==> src/rtl/lc3b_alu_mc.sv <==
// Multi-cycle LC-3b ALU: single-cycle logic ops plus iterative shifter and shift-add
// multiplier, wrapped in a valid/ready request/response handshake with NZP flags.
module lc3b_alu_mc #(
  parameter int WIDTH   = 16,
  parameter int SHAMT_W = 4,
  parameter int CNT_W   = 32
) (
  input  logic               clk,
  input  logic               reset_n,
  input  logic               req_valid,
  output logic               req_ready,
  input  logic [3:0]         req_op,
  input  logic [WIDTH-1:0]   req_a,
  input  logic [WIDTH-1:0]   req_b,
  input  logic               flush,
  output logic               resp_valid,
  input  logic               resp_ready,
  output logic [WIDTH-1:0]   resp_data,
  output logic [2:0]         resp_nzp,
  output logic               resp_err,
  output logic [CNT_W-1:0]   op_count
);

  typedef enum logic [1:0] {IDLE, BUSY, DONE} state_t;

  localparam logic [3:0] OP_ADD  = 4'd0;
  localparam logic [3:0] OP_AND  = 4'd1;
  localparam logic [3:0] OP_NOT  = 4'd2;
  localparam logic [3:0] OP_PASS = 4'd3;
  localparam logic [3:0] OP_SLL  = 4'd4;
  localparam logic [3:0] OP_SRL  = 4'd5;
  localparam logic [3:0] OP_SRA  = 4'd6;
  localparam logic [3:0] OP_XOR  = 4'd7;
  localparam logic [3:0] OP_MUL  = 4'd8;

  localparam logic [SHAMT_W:0] CNT_ONE    = (SHAMT_W+1)'(1);
  localparam logic [SHAMT_W:0] MUL_CYCLES = (SHAMT_W+1)'(WIDTH);
  localparam logic [CNT_W-1:0] OPS_ONE    = CNT_W'(1);

  state_t             state, state_next;
  logic [3:0]         op_reg, op_next;
  logic [WIDTH-1:0]   a_reg, a_next;
  logic [WIDTH-1:0]   b_reg, b_next;
  logic [WIDTH-1:0]   acc_reg, acc_next;
  logic [SHAMT_W:0]   cnt_reg, cnt_next;
  logic [WIDTH-1:0]   data_reg, data_next;
  logic [2:0]         nzp_reg, nzp_next;
  logic               err_reg, err_next;
  logic [CNT_W-1:0]   count_reg, count_next;

  logic [SHAMT_W-1:0] shamt;
  logic               is_shift;
  logic               multi_cycle;
  logic [WIDTH-1:0]   quick_data;
  logic               quick_err;
  logic [WIDTH-1:0]   shift_step;
  logic [WIDTH-1:0]   mul_sum;

  function automatic logic [2:0] nzp_of(input logic [WIDTH-1:0] d);
    if (d[WIDTH-1])      return 3'b100;
    else if (d == '0)    return 3'b010;
    else                 return 3'b001;
  endfunction

  assign shamt       = req_b[SHAMT_W-1:0];
  assign is_shift    = (req_op == OP_SLL) || (req_op == OP_SRL) || (req_op == OP_SRA);
  assign multi_cycle = (is_shift && (shamt != '0)) || (req_op == OP_MUL);

  // Results available on the accept edge; a zero-amount shift simply passes A.
  always_comb begin
    quick_data = '0;
    quick_err  = 1'b0;
    case (req_op)
      OP_ADD:                quick_data = req_a + req_b;
      OP_AND:                quick_data = req_a & req_b;
      OP_NOT:                quick_data = ~req_a;
      OP_PASS:               quick_data = req_a;
      OP_SLL, OP_SRL, OP_SRA: quick_data = req_a;
      OP_XOR:                quick_data = req_a ^ req_b;
      OP_MUL:                quick_data = '0;
      default:               quick_err  = 1'b1;
    endcase
  end

  always_comb begin
    case (op_reg)
      OP_SLL:  shift_step = a_reg << 1;
      OP_SRL:  shift_step = a_reg >> 1;
      default: shift_step = {a_reg[WIDTH-1], a_reg[WIDTH-1:1]};
    endcase
  end

  assign mul_sum = acc_reg + (b_reg[0] ? a_reg : '0);

  always_comb begin
    state_next = state;
    op_next    = op_reg;
    a_next     = a_reg;
    b_next     = b_reg;
    acc_next   = acc_reg;
    cnt_next   = cnt_reg;
    data_next  = data_reg;
    nzp_next   = nzp_reg;
    err_next   = err_reg;
    count_next = count_reg;

    if (flush) begin
      state_next = IDLE;
    end else begin
      case (state)
        IDLE: begin
          if (req_valid) begin
            op_next  = req_op;
            a_next   = req_a;
            b_next   = req_b;
            acc_next = '0;
            if (multi_cycle) begin
              state_next = BUSY;
              cnt_next   = (req_op == OP_MUL) ? MUL_CYCLES : {1'b0, shamt};
            end else begin
              state_next = DONE;
              data_next  = quick_data;
              nzp_next   = nzp_of(quick_data);
              err_next   = quick_err;
            end
          end
        end
        BUSY: begin
          cnt_next = cnt_reg - CNT_ONE;
          if (op_reg == OP_MUL) begin
            acc_next = mul_sum;
            a_next   = a_reg << 1;
            b_next   = b_reg >> 1;
          end else begin
            a_next = shift_step;
          end
          // The final iteration's result goes straight into the response register.
          if (cnt_reg == CNT_ONE) begin
            state_next = DONE;
            data_next  = (op_reg == OP_MUL) ? mul_sum : shift_step;
            nzp_next   = nzp_of((op_reg == OP_MUL) ? mul_sum : shift_step);
            err_next   = 1'b0;
          end
        end
        DONE: begin
          if (resp_ready) begin
            state_next = IDLE;
            if (count_reg != '1) count_next = count_reg + OPS_ONE;
          end
        end
        default: state_next = IDLE;
      endcase
    end
  end

  always_ff @(posedge clk or negedge reset_n) begin
    if (!reset_n) begin
      state     <= IDLE;
      op_reg    <= '0;
      a_reg     <= '0;
      b_reg     <= '0;
      acc_reg   <= '0;
      cnt_reg   <= '0;
      data_reg  <= '0;
      nzp_reg   <= 3'b010;
      err_reg   <= 1'b0;
      count_reg <= '0;
    end else begin
      state     <= state_next;
      op_reg    <= op_next;
      a_reg     <= a_next;
      b_reg     <= b_next;
      acc_reg   <= acc_next;
      cnt_reg   <= cnt_next;
      data_reg  <= data_next;
      nzp_reg   <= nzp_next;
      err_reg   <= err_next;
      count_reg <= count_next;
    end
  end

  assign req_ready  = (state == IDLE);
  assign resp_valid = (state == DONE);
  assign resp_data  = data_reg;
  assign resp_nzp   = nzp_reg;
  assign resp_err   = err_reg;
  assign op_count   = count_reg;

endmodule

==> config.mk <==
export PLATFORM = sky130hd
export DESIGN_NAME = lc3b_alu_mc
export DESIGN_NICKNAME = d
export VERILOG_FILES = /design/src/rtl/lc3b_alu_mc.sv
export SDC_FILE = /design/constraint.sdc
export NUM_CORES = 1
export LEC_CHECK = 0
export BUFFER_PORTS_ARGS = -buffer_cell sky130_fd_sc_hd__buf_2
export CORE_AREA = 4 4 159 161
export CTS_CLUSTER_SIZE = 12
export DETAILED_ROUTE_END_ITERATION = 10
export DIE_AREA = 0 0 163 165
export HOLD_SLACK_MARGIN = 0.06
export PLACE_DENSITY = 0.63
export SYNTH_ARGS = -nofsm -noshare
export SYNTH_HDL_FRONTEND = slang
export SYNTH_SLANG_ARGS = --single-unit
==> constraint.sdc <==
create_clock -name clk -period 4.65 [get_ports clk]
set_input_delay 0.2325 -clock clk [delete_from_list [all_inputs] [get_ports clk]]
set_output_delay 0.2325 -clock clk [all_outputs]
set_load 0.01 [all_outputs]
==> impl_metrics.csv, run 1 <==
group,metric,value,unit
status,status,"complete, no violations",
global_route,antenna_found_initial,1,
clocking,cts_buffers,9,
timing,fin_crit_sh,80.1,%
critical_path,cp-start-kind,"flop",
placed_design,dp_hpwl,18.0,mm
global_route,grt_start_max_net_pins,74,
timing,max_freq,268,MHz
routing,drc,0,
clocking,postCtsSetupBuffers,0,
final_layout,antennaDiodeCount,0,
global_route,grt_usage,18.6,%
floorplanning,core_area,0.0240,mm^2
clocking,cts_root_buf,"clkbuf_16",
yosys,synth_area,0.00820,mm^2
routing,ant_nets,0,
floorplanning,row_count,57,
floorplanning,fp.dieH,165,um
yosys,synth_edf_count,0,
yosys,syn_area_per_cell,8.36,um^2
routing,drt-initial-drc-count,589,
yosys,netlist_instances,981,
yosys,async_reset_ff_share,100,%
floorplanning,dieArea,0.0269,mm^2
yosys,yosysTopAreaCellShare,33.3,%
final_layout,fillers,2502,
yosys,synth_top_area_cell,"dfrtp_1",
clocking,cts_tree,"yes",
critical_path,worst-path-max-fanout,18,
timing,clock_skew,0.0142,ns
timing,hold_viol_final,0,
yosys,synthFlopType,"dfrtp_1",
routing,num_vias,7715,
routing,drtPass1Iterations,5,
placed_design,gp_congestion,0.893,
floorplanning,die_w,163,um
clocking,clk_latency,0.37,ns
routing,wl_per_cell,18.1,um
routing,routed_wl,24.8,mm
timing,slew_viol_final,0,
global_route,grt-ovfl-total,0,
timing,final.setup.tns,0,ns
final_layout,final_layout_size_suffix_gt1_share,15.3,%
final_layout,areaGrowthSynthToFinish,13.0,%
final_layout,largest_register_ffs,32,
clocking,clk_pin_slew,0.08,ns
min_path,worstHoldStart,"flush",
clocking,cts.hold.buffers_added,2,
min_path,min_path_type,"in2reg",
global_route,grt_pass1_vias,7290,
placed_design,io_buffers,94,
clocking,post_cts_resized,0,
yosys,ys_seq_area_share,33.6,%
pwr,p_leak,4.15,nW
routing,avgViaCountPerCell,5.63,
floorplanning,initial_utilization,34.2,%
timing,slew_headroom,29.3,%
final_layout,multiInputGateArea,0.00516,mm^2
timing,rsz0062_at_grt,"no",
critical_path,timing.rr.start,"b_reg[0]",
timing,setup_viol,0,
yosys,synth-seq-cells,110,
yosys,synth_nets,1058,
job,max_cap_viol_count,0,
yosys,yosysUniqueCellTypes,87,
clocking,cts_sinks,110,
clocking,htree_levels,3,
timing,fin_hold_ws,0.0906,ns
pwr,cellPowerDensity,341,mW/mm^2
critical_path,crit_start,"b_reg[0]",
critical_path,required,4.90,ns
critical_path,endpoint_kind,"flop",
final_layout,fin_nets,1119,
global_route,grt_pass1_wl,40.1,mm
critical_path,critPathArrivalTime,3.98,ns
timing,period_minus_slack,3.73,ns
critical_path,criticalPathCategory,"reg2reg",
yosys,synth_area_leaders,"dfrtp_1, nand2_1, ha_1",
final_layout,regArea,0.00275,mm^2
timing,tightest_slew,1.06,ns
clocking,cts_max_path_buffers,2,
floorplanning,io_pins,95,
yosys,yosysWarnings,0,
pwr,total_power,0.00316,W
pwr,ir_drop,0.278,mV
path summary, 6_finish.rpt:
| check | to | slack, ns | depth (start not counted) |
|---|---|---|---|
| setup / recovery | resp_nzp[0] | 0.92 | 12 |
| hold / removal | state[0] | 0.09 | 2 |
| setup reg to reg | resp_nzp[0] | 0.92 | 12 |
| hold reg to reg | b_reg[15] | 0.48 | 2 |
| max in group asynchronous | acc_reg[2] | 2.97 | 3 |
| min in group asynchronous | op_count[28] | 0.54 | 2 |
power by group:
group	internal (W)	total (W)	leakage, nW	switching (W)
Combinational	0.000423	0.00105	2.59	0.000627
Sequential	0.00112	0.00130	1.42	0.000185
Clock	0.000382	0.000811	0.144	0.000429
Total	0.00192	0.00316	4.15	0.00124
area by class of cell:
| class | count | area share [%] |
|---|---|---|
| Multi-Input combinational cell | 797 | 55.7 |
| Sequential cell | 110 | 29.7 |
| Timing Repair Buffer | 109 | 6.37 |
| Tap cell | 324 | 4.37 |
| Clock buffer | 9 | 2.43 |
| Clock inverter | 7 | 0.837 |
| Inverter | 15 | 0.607 |
through the flow:
stage                     cell area [um^2]  std cells  util [%]  setup slack, ns
after floorplan                       8200        981         -             1.41
after global placement                8950       1353      37.3            0.995
after detailed placement              8950       1353      37.3            0.958
after CTS                             9270       1371      38.7            0.923
after global routing                  9270       1371      38.7            0.678
final                                 9270       1371      38.7            0.924
critical path, stage by stage (launching register included):
cell and delay (ns):
dfrtp_1 0.57, and2_1 0.26, ha_1 0.22, fa_1 0.42, a21o_1 0.24, a2111oi_4 0.33
xnor2_1 0.13, o21a_1 0.21, or4_1 0.51, nor3_1 0.16, nand4_1 0.15, o311ai_1 0.30
nand3_1 0.10
cell families after synthesis:
family | count (synthesis) | share of synthesized area [%]
multiplexers | 25 | 3.19
AO/OA/AOI/OAI | 312 | 25.2
flip-flops | 110 | 33.6
buffers and inverters | 74 | 3.89
XOR/XNOR | 52 | 5.72
AND/OR/NAND/NOR | 372 | 22.8
adder cells (fa/ha/maj) | 36 | 5.67
synthesized netlist by cell type, types with 7 or more instances:
master and instances:
nand2_1 134, a21o_1 17, dfrtp_1 109, nand3_1 32, o21ai_0 69, o31ai_1 9, a31oi_1 26, xnor2_1 36
a22o_1 14, nor2_1 67, a211oi_1 15, nor3_1 17, a22oi_1 11, xor2_1 15, and2_1 26, nand2b_1 8
clkbuf_1 38, mux2i_1 16, o21ai_1 8, mux2_2 8, nor2b_1 13, a21oi_1 80, nand4_1 9, buf_2 12
o21a_1 7, inv_1 15, and3_1 14, ha_1 34, nor3b_1 7
layout by cell type, fill, tap and decap left out, types with 8 or more instances in the layout:
cell type	synthesis	layout
and3_1	14	14
dfrtp_1	109	109
nor2b_1	13	12
buf_4	3	14
nor2_1	67	67
o31ai_1	9	9
a22o_1	14	14
and2_1	26	26
a21oi_1	80	79
mux2i_1	16	16
a211oi_1	15	15
a31oi_1	26	26
nand2b_1	8	8
ha_1	34	34
xnor2_1	36	36
nand2_1	134	133
o21ai_0	69	69
nand4_1	9	9
mux2_2	8	8
xor2_1	15	15
inv_1	15	15
nor3_1	17	17
a21o_1	17	17
a22oi_1	11	11
nand3_1	32	32
buf_2	12	93
clkbuf_16	0	9
per-layer routing:
| metal | global-route usage, % | up-vias | share of wire, % |
|---|---|---|---|
| met5 | 0 | - | 0.048 |
| met4 | 6.40 | 2 | 2.8 |
| met3 | 2.57 | 45 | 4.5 |
| met2 | 30.1 | 201 | 47 |
| met1 | 25.5 | 3766 | 46 |
| li1 | - | 3701 | - |
Power figures use the tool's default switching activity.
==> inputs of run 2 (changes only) <==
==> config.mk (replaced) <==
export PLATFORM = sky130hd
export DESIGN_NAME = lc3b_alu_mc
export DESIGN_NICKNAME = d
export VERILOG_FILES = /design/src/rtl/lc3b_alu_mc.sv
export SDC_FILE = /design/constraint.sdc
export NUM_CORES = 1
export LEC_CHECK = 0
export ABC_AREA = 1
export BUFFER_PORTS_ARGS = -buffer_cell sky130_fd_sc_hd__buf_2
export CORE_AREA = 4 4 162 164
export CTS_CLUSTER_SIZE = 12
export DETAILED_ROUTE_END_ITERATION = 10
export DIE_AREA = 0 0 166 168
export HOLD_SLACK_MARGIN = 0.06
export PLACE_DENSITY = 0.64
export SYNTH_ARGS = -nofsm -noshare
export SYNTH_HDL_FRONTEND = slang
export SYNTH_SLANG_ARGS = --single-unit
==> constraint.sdc (replaced) <==
create_clock -name clk -period 3 [get_ports clk]
set_input_delay 0.15 -clock clk [delete_from_list [all_inputs] [get_ports clk]]
set_output_delay 0.15 -clock clk [all_outputs]
set_load 0.01 [all_outputs]
==> run 2 against run 1 <==
Net effect:
- fmax is 40% higher
- largest power group is now combinational cells
- combinational power is 120% higher
- synthesized cell count is 31% higher
- via count is 13% higher
- sequential share of layout area is 1.6 points lower
- synthesized area is 4.0% higher
- worst setup slack worse by 0.58 ns
- critical path type unchanged
- non-clock buffer count is 15 higher
- global-route usage is 0.33 points higher
- largest cell class unchanged
- worst hold slack worse by 0.0030 ns
==> impl_metrics.csv, run 2 <==
group,metric,value,unit
floorplanning,die_w,166,um
yosys,yosysWarnings,0,
timing,tightest_slew,0.708,ns
routing,drtPass1Iterations,5,
global_route,antenna_found_initial,0,
critical_path,critPathMaxStageDelay,0.43,ns
routing,num_vias,8728,
floorplanning,row_count,58,
critical_path,cp_slowest_cell,"dfrtp_1",
routing,routed_wl,26.8,mm
critical_path,required,3.26,ns
floorplanning,core_area,0.0249,mm^2
status,status,"complete, no violations",
clocking,htree_levels,3,
routing,drt-initial-drc-count,570,
global_route,grtUsageMet1,24.7,%
job,max_cap_viol_count,0,
critical_path,criticalPathCategory,"reg2reg",
global_route,grt_pass1_vias,8205,
floorplanning,io_pins,95,
timing,slew_headroom,52.7,%
clocking,clk_latency,0.37,ns
pwr,cellPowerDensity,574,mW/mm^2
global_route,top_usage_layer,"met2",
placed_design,post-place-cells,1701,
pwr,ir_drop,0.279,mV
placed_design,place_area,0.00946,mm^2
yosys,synth_area_leaders,"dfrtp_1, nand2_1, inv_1",
final_layout,utilization,39.4,%
critical_path,cp-start-kind,"flop",
timing,fin_crit_sh,88.6,%
critical_path,endpoint_kind,"flop",
critical_path,path_buf_inv,2,
clocking,post_cts_resized,0,
global_route,grt_usage,18.9,%
timing,hold_viol_final,0,
routing,drc,0,
yosys,yosysTopAreaCellShare,32.0,%
yosys,synth_edf_count,0,
timing,setup_viol,0,
yosys,synth_common_cells,"nand2_1, inv_1, nand3_1",
timing,max_freq,376,MHz
final_layout,final_cells,1722,
timing,slew_viol_final,0,
global_route,met2_usage,32.0,%
yosys,yosysMostFrequentCell,"nand2_1",
yosys,syn_area_per_cell,6.61,um^2
timing,rsz0062_at_grt,"no",
final_layout,fillers,2706,
routing,wl_per_cell,15.6,um
critical_path,rr_worst_depth,17,
critical_path,critPathArrivalTime,2.92,ns
timing,clock_skew,0.0203,ns
final_layout,largest_register_ffs,32,
final_layout,final_common_cell,"nand2_1",
critical_path,worst-path-max-fanout,6,
global_route,grt_start_max_net_pins,56,
yosys,ys_seq_area_share,32.3,%
routing,avgViaCountPerCell,5.07,
yosys,synth-seq-cells,110,
critical_path,crit_cells,17,
global_route,met3_usage,2.32,%
min_path,min_path_type,"in2reg",
clocking,cts_buffers,9,
global_route,grt-ovfl-total,0,
yosys,async_reset_ff_share,100,%
min_path,holdPathStages,3,
critical_path,crit_family,"simple AND/OR/NAND/NOR gates",
final_layout,areaGrowthSynthToFinish,15.0,%
yosys,yosysUniqueCellTypes,42,
timing,period_minus_slack,2.66,ns
yosys,synth_area,0.00853,mm^2
clocking,cts_tree,"yes",
placed_design,dp_hpwl,21.5,mm
critical_path,reg2reg_slack,0.34,ns
final_layout,antennaDiodeCount,0,
final_layout,final_cell_mix,"nand2_1, inv_1, nand3_1",
pwr,p_leak,5.10,nW
global_route,grt_pass1_wl,43.0,mm
floorplanning,fp.dieH,168,um
yosys,synth_top_area_cell,"dfrtp_1",
routing,ant_nets,0,
critical_path,crit_chain,"nand2_1 -> inv_1 -> ha_1 -> or2_2 -> nand3b_1 -> nand2_1 -> or2_2 -> nand3_1 -> nand2_1 -> inv_1 -> nand3_1 -> nor2_1 -> nand3_1 -> nand2_1 -> nand2_1 -> nand2_1 -> nand2_1",
timing,final.setup.tns,0,ns
clocking,cts_max_path_buffers,2,
placed_design,io_buffers,94,
placed_design,gp_congestion,0.942,
final_layout,fin_nets,1464,
clocking,cts_root_buf,"clkbuf_16",
floorplanning,initial_utilization,34.3,%
final_layout,design_area,0.00981,mm^2
yosys,synth_nets,1367,
floorplanning,dieArea,0.0279,mm^2
critical_path,critPathMostFrequentCell,"nand2_1",
final_layout,final_layout_size_suffix_gt1_share,10.8,%
clocking,clk_pin_slew,0.09,ns
yosys,synthFlopType,"dfrtp_1",
yosys,netlist_instances,1290,
clocking,cts_sinks,110,
-- run 2: worst min-delay path: stages --
cell and delay (ns):
buf_2 0.10, o211ai_1 0.09, o21ai_0 0.08
-- run 2: cell type report --
type | instances | area [um^2] | share of cell area [%]
inverter | 181 | 679 | 6.93
clock inverter | 7 | 75.1 | 0.765
clock buffer | 9 | 225 | 2.30
tap | 330 | 413 | 4.21
timing repair buffer | 124 | 723 | 7.37
sequential | 110 | 2750 | 28.1
multi-input combinational | 961 | 4940 | 50.4
-- run 2: logic make-up after synthesis --
family,after synthesis,synth area share (%)
AO/OA/AOI/OAI,208,14.4
buffers and inverters,219,9.88
AND/OR/NAND/NOR,682,34.4
adder cells (fa/ha/maj),36,5.46
flip-flops,110,32.3
XOR/XNOR,35,3.59
-- run 2: per-stage QoR --
stage               power [W]  hold WS, ns  worst slack [ns]
global route          0.00604       0.0787            0.0447
floorplan             0.00361       -0.146             0.593
global placement      0.00435        0.198             0.379
detailed placement    0.00439        0.207             0.369
finish                0.00563       0.0876             0.341
CTS                   0.00566       0.0658             0.344
-- run 2: what timing repair did --
action / 4_1_cts / 5_1_grt
setup buffers: 0 / 0
endpoints found under the hold margin: 45 / 0
hold buffers: 5 / 0
-- run 2: final timing paths --
path | from | end
worst max register to register | b_reg[0] | resp_nzp[0]
worst min register to register | resp_nzp[1] | resp_nzp[1]
min in group asynchronous | reset_n | op_count[23]
worst min-delay path | req_b[14] | b_reg[14]
max in group asynchronous | reset_n | op_reg[2]
worst max-delay path | b_reg[0] | resp_nzp[0]
-- run 2: power breakdown --
group          switching, W  total (W)  leakage [nW]  internal, W
Sequential         0.000271    0.00212          1.41      0.00185
Combinational       0.00148    0.00226          3.55     0.000783
Clock              0.000656    0.00125         0.148     0.000592
-- run 2: layer usage --
| metal | up-vias | share of wire, % |
|---|---|---|
| met5 | - | 0 |
| met4 | 0 | 3.6 |
| met3 | 51 | 4.3 |
| met2 | 220 | 47 |
| met1 | 4020 | 45 |
| li1 | 4437 | - |
==> inputs of run 3 (changes only) <==
--- a/config.mk
+++ b/config.mk
@@ -12,7 +12,6 @@
 export DETAILED_ROUTE_END_ITERATION = 10
 export DIE_AREA = 0 0 166 168
 export HOLD_SLACK_MARGIN = 0.06
-export PLACE_DENSITY = 0.64
 export SYNTH_ARGS = -nofsm -noshare
 export SYNTH_HDL_FRONTEND = slang
 export SYNTH_SLANG_ARGS = --single-unit
==> run 3 against run 2 <==
Net effect:
- first-iteration DRC count rose by 19%
- power rose by 1.5%
- register-to-register slack got worse by 0.08 ns
- via count barely moved
- design area fell by 0.28%
- clock skew fell by 0.0084 ns
- highest routed layer unchanged
==> impl_metrics.csv, run 3 (synthesized netlist as in run 2, its figures left out) <==
group,metric,value,unit
pwr,ir_drop,0.318,mV
timing,final.setup.tns,0,ns
floorplanning,die_w,166,um
final_layout,design_area,0.00978,mm^2
timing,tightest_slew,0.969,ns
critical_path,critPathArrivalTime,2.99,ns
clocking,clk_latency,0.37,ns
clocking,cts_tree,"yes",
floorplanning,core_area,0.0249,mm^2
clocking,cts_max_path_buffers,2,
critical_path,cp-start-kind,"flop",
min_path,hold_end,"b_reg[13]",
critical_path,endpoint_kind,"flop",
timing,max_freq,365,MHz
timing,clock_skew,0.0119,ns
timing,rsz0062_at_grt,"no",
min_path,worstHoldStart,"req_b[13]",
timing,fin_crit_sh,91.3,%
status,status,"complete, no violations",
pwr,p_leak,5.08,nW
timing,slew_headroom,35.1,%
placed_design,place_area,0.00941,mm^2
placed_design,gp_congestion,0.976,
final_layout,fin_nets,1458,
clocking,htree_levels,3,
routing,ant_nets,0,
routing,drt-initial-drc-count,676,
final_layout,areaGrowthSynthToFinish,14.7,%
routing,routed_wl,27.8,mm
placed_design,dp_hpwl,22.2,mm
clocking,clk_pin_slew,0.08,ns
global_route,grt_usage,19.8,%
min_path,holdPathStages,3,
final_layout,antennaDiodeCount,0,
min_path,min_path_type,"in2reg",
clocking,postCtsSetupBuffers,0,
floorplanning,row_count,58,
clocking,post_cts_resized,0,
final_layout,utilization,39.3,%
final_layout,final_cell_mix,"nand2_1, inv_1, nand3_1",
pwr,cellPowerDensity,584,mW/mm^2
floorplanning,fp.dieH,168,um
clocking,cts_root_buf,"clkbuf_16",
floorplanning,dieArea,0.0279,mm^2
global_route,grt_pass1_wl,45.1,mm
critical_path,criticalPathCategory,"reg2reg",
routing,num_vias,8720,
final_layout,final_common_cell,"nand2_1",
critical_path,r2r-end,"resp_nzp[0]",
floorplanning,io_pins,95,
routing,drtPass1Iterations,6,
final_layout,final_layout_size_suffix_gt1_share,10.4,%
timing,hold_viol_final,0,
timing,period_minus_slack,2.74,ns
critical_path,rr_worst_depth,16,
final_layout,largest_register_ffs,32,
timing,slew_viol_final,0,
critical_path,worst-path-max-fanout,4,
routing,avgViaCountPerCell,5.08,
routing,wl_per_cell,16.2,um
final_layout,fillers,2669,
critical_path,timing.rr.start,"b_reg[0]",
critical_path,reg2reg_slack,0.26,ns
global_route,antenna_found_initial,0,
clocking,cts_sinks,110,
timing,setup_viol,0,
floorplanning,initial_utilization,34.3,%
global_route,grt-ovfl-total,0,
clocking,cts_buffers,9,
placed_design,io_buffers,94,
routing,drc,0,
global_route,grt_start_max_net_pins,82,
critical_path,required,3.25,ns
job,max_cap_viol_count,0,
global_route,grt_pass1_vias,8303,
-- run 3: changes by cell type in the layout (fill, tap and decap cells not counted), sizes merged --
| cell | before | now |
|---|---|---|
| bufinv | 0 | 1 |
| clkbuf | 9 | 11 |
| buf | 119 | 113 |
| clkinv | 5 | 2 |
-- run 3: worst max path at each step --
| stage | from | endpoint | slack [ns] | cells past startpoint |
|---|---|---|---|---|
| 2_1_floorplan | b_reg[0] | resp_nzp[0] | 0.59 | 21 |
| 3_3_place_gp | b_reg[0] | resp_nzp[0] | 0.33 | 19 |
| 3_5_place_dp | b_reg[0] | resp_nzp[0] | 0.31 | 19 |
| 4_1_cts | b_reg[0] | resp_nzp[0] | 0.29 | 19 |
| 5_1_grt | b_reg[0] | resp_nzp[0] | 0.03 | 19 |
| 6_report | b_reg[0] | resp_nzp[0] | 0.26 | 16 |
-- run 3: report_power, final --
part           leakage (nW)  internal, W  switching [W]
sequential             1.41      0.00185       0.000260
combinational          3.52     0.000769        0.00152
clock                 0.155     0.000693       0.000628
total                  5.08      0.00331        0.00240
-- run 3: metrics by stage --
step	instances	total power (W)	worst slack [ns]	hold WS (ns)
after global placement	1695	0.00438	0.333	0.161
final	1716	0.00572	0.261	0.0885
after floorplan	1290	0.00361	0.593	-0.146
after global routing	1716	0.00617	0.0337	0.107
after CTS	1716	0.00575	0.287	0.0760
after detailed placement	1695	0.00441	0.305	0.163
-- run 3: area by class of cell --
class	count	area (um^2)	share of cell area, %
Multi-Input combinational cell	961	4940	50.5
Sequential cell	110	2750	28.2
Inverter	181	679	6.95
Timing Repair Buffer	118	678	6.93
Tap cell	330	413	4.22
Clock buffer	11	243	2.48
Clock inverter	5	75.1	0.767
-- run 3: critical path, cell delays in order, from the launching register on --
cell and delay, ns:
dfrtp_1 0.42, nand2_1 0.08, inv_1 0.04, ha_1 0.21, fa_1 0.47, xnor2_1 0.31
o21ai_0 0.17, nor2_1 0.13, nand2_1 0.06, nor2_1 0.12, nand3_1 0.10, nor2_1 0.19
nand3_1 0.12, nand2_1 0.08, nand2_1 0.05, nand2_1 0.05, nand2_1 0.04
-- run 3: per-layer routing --
layer | routed length (um) | up-vias | global-route usage [%]
li1 | - | 4425 | -
met1 | 12700 | 3980 | 27.3
met2 | 12900 | 280 | 32.4
met3 | 1390 | 35 | 2.65
met4 | 763 | 0 | 6.35
met5 | 0 | - | 0
-- run 3: repair_timing --
item | in CTS | in global routing
endpoints found under the hold margin | 37 | 0
hold buffers | 5 | 0
endpoints found under the setup margin | 0 | 0
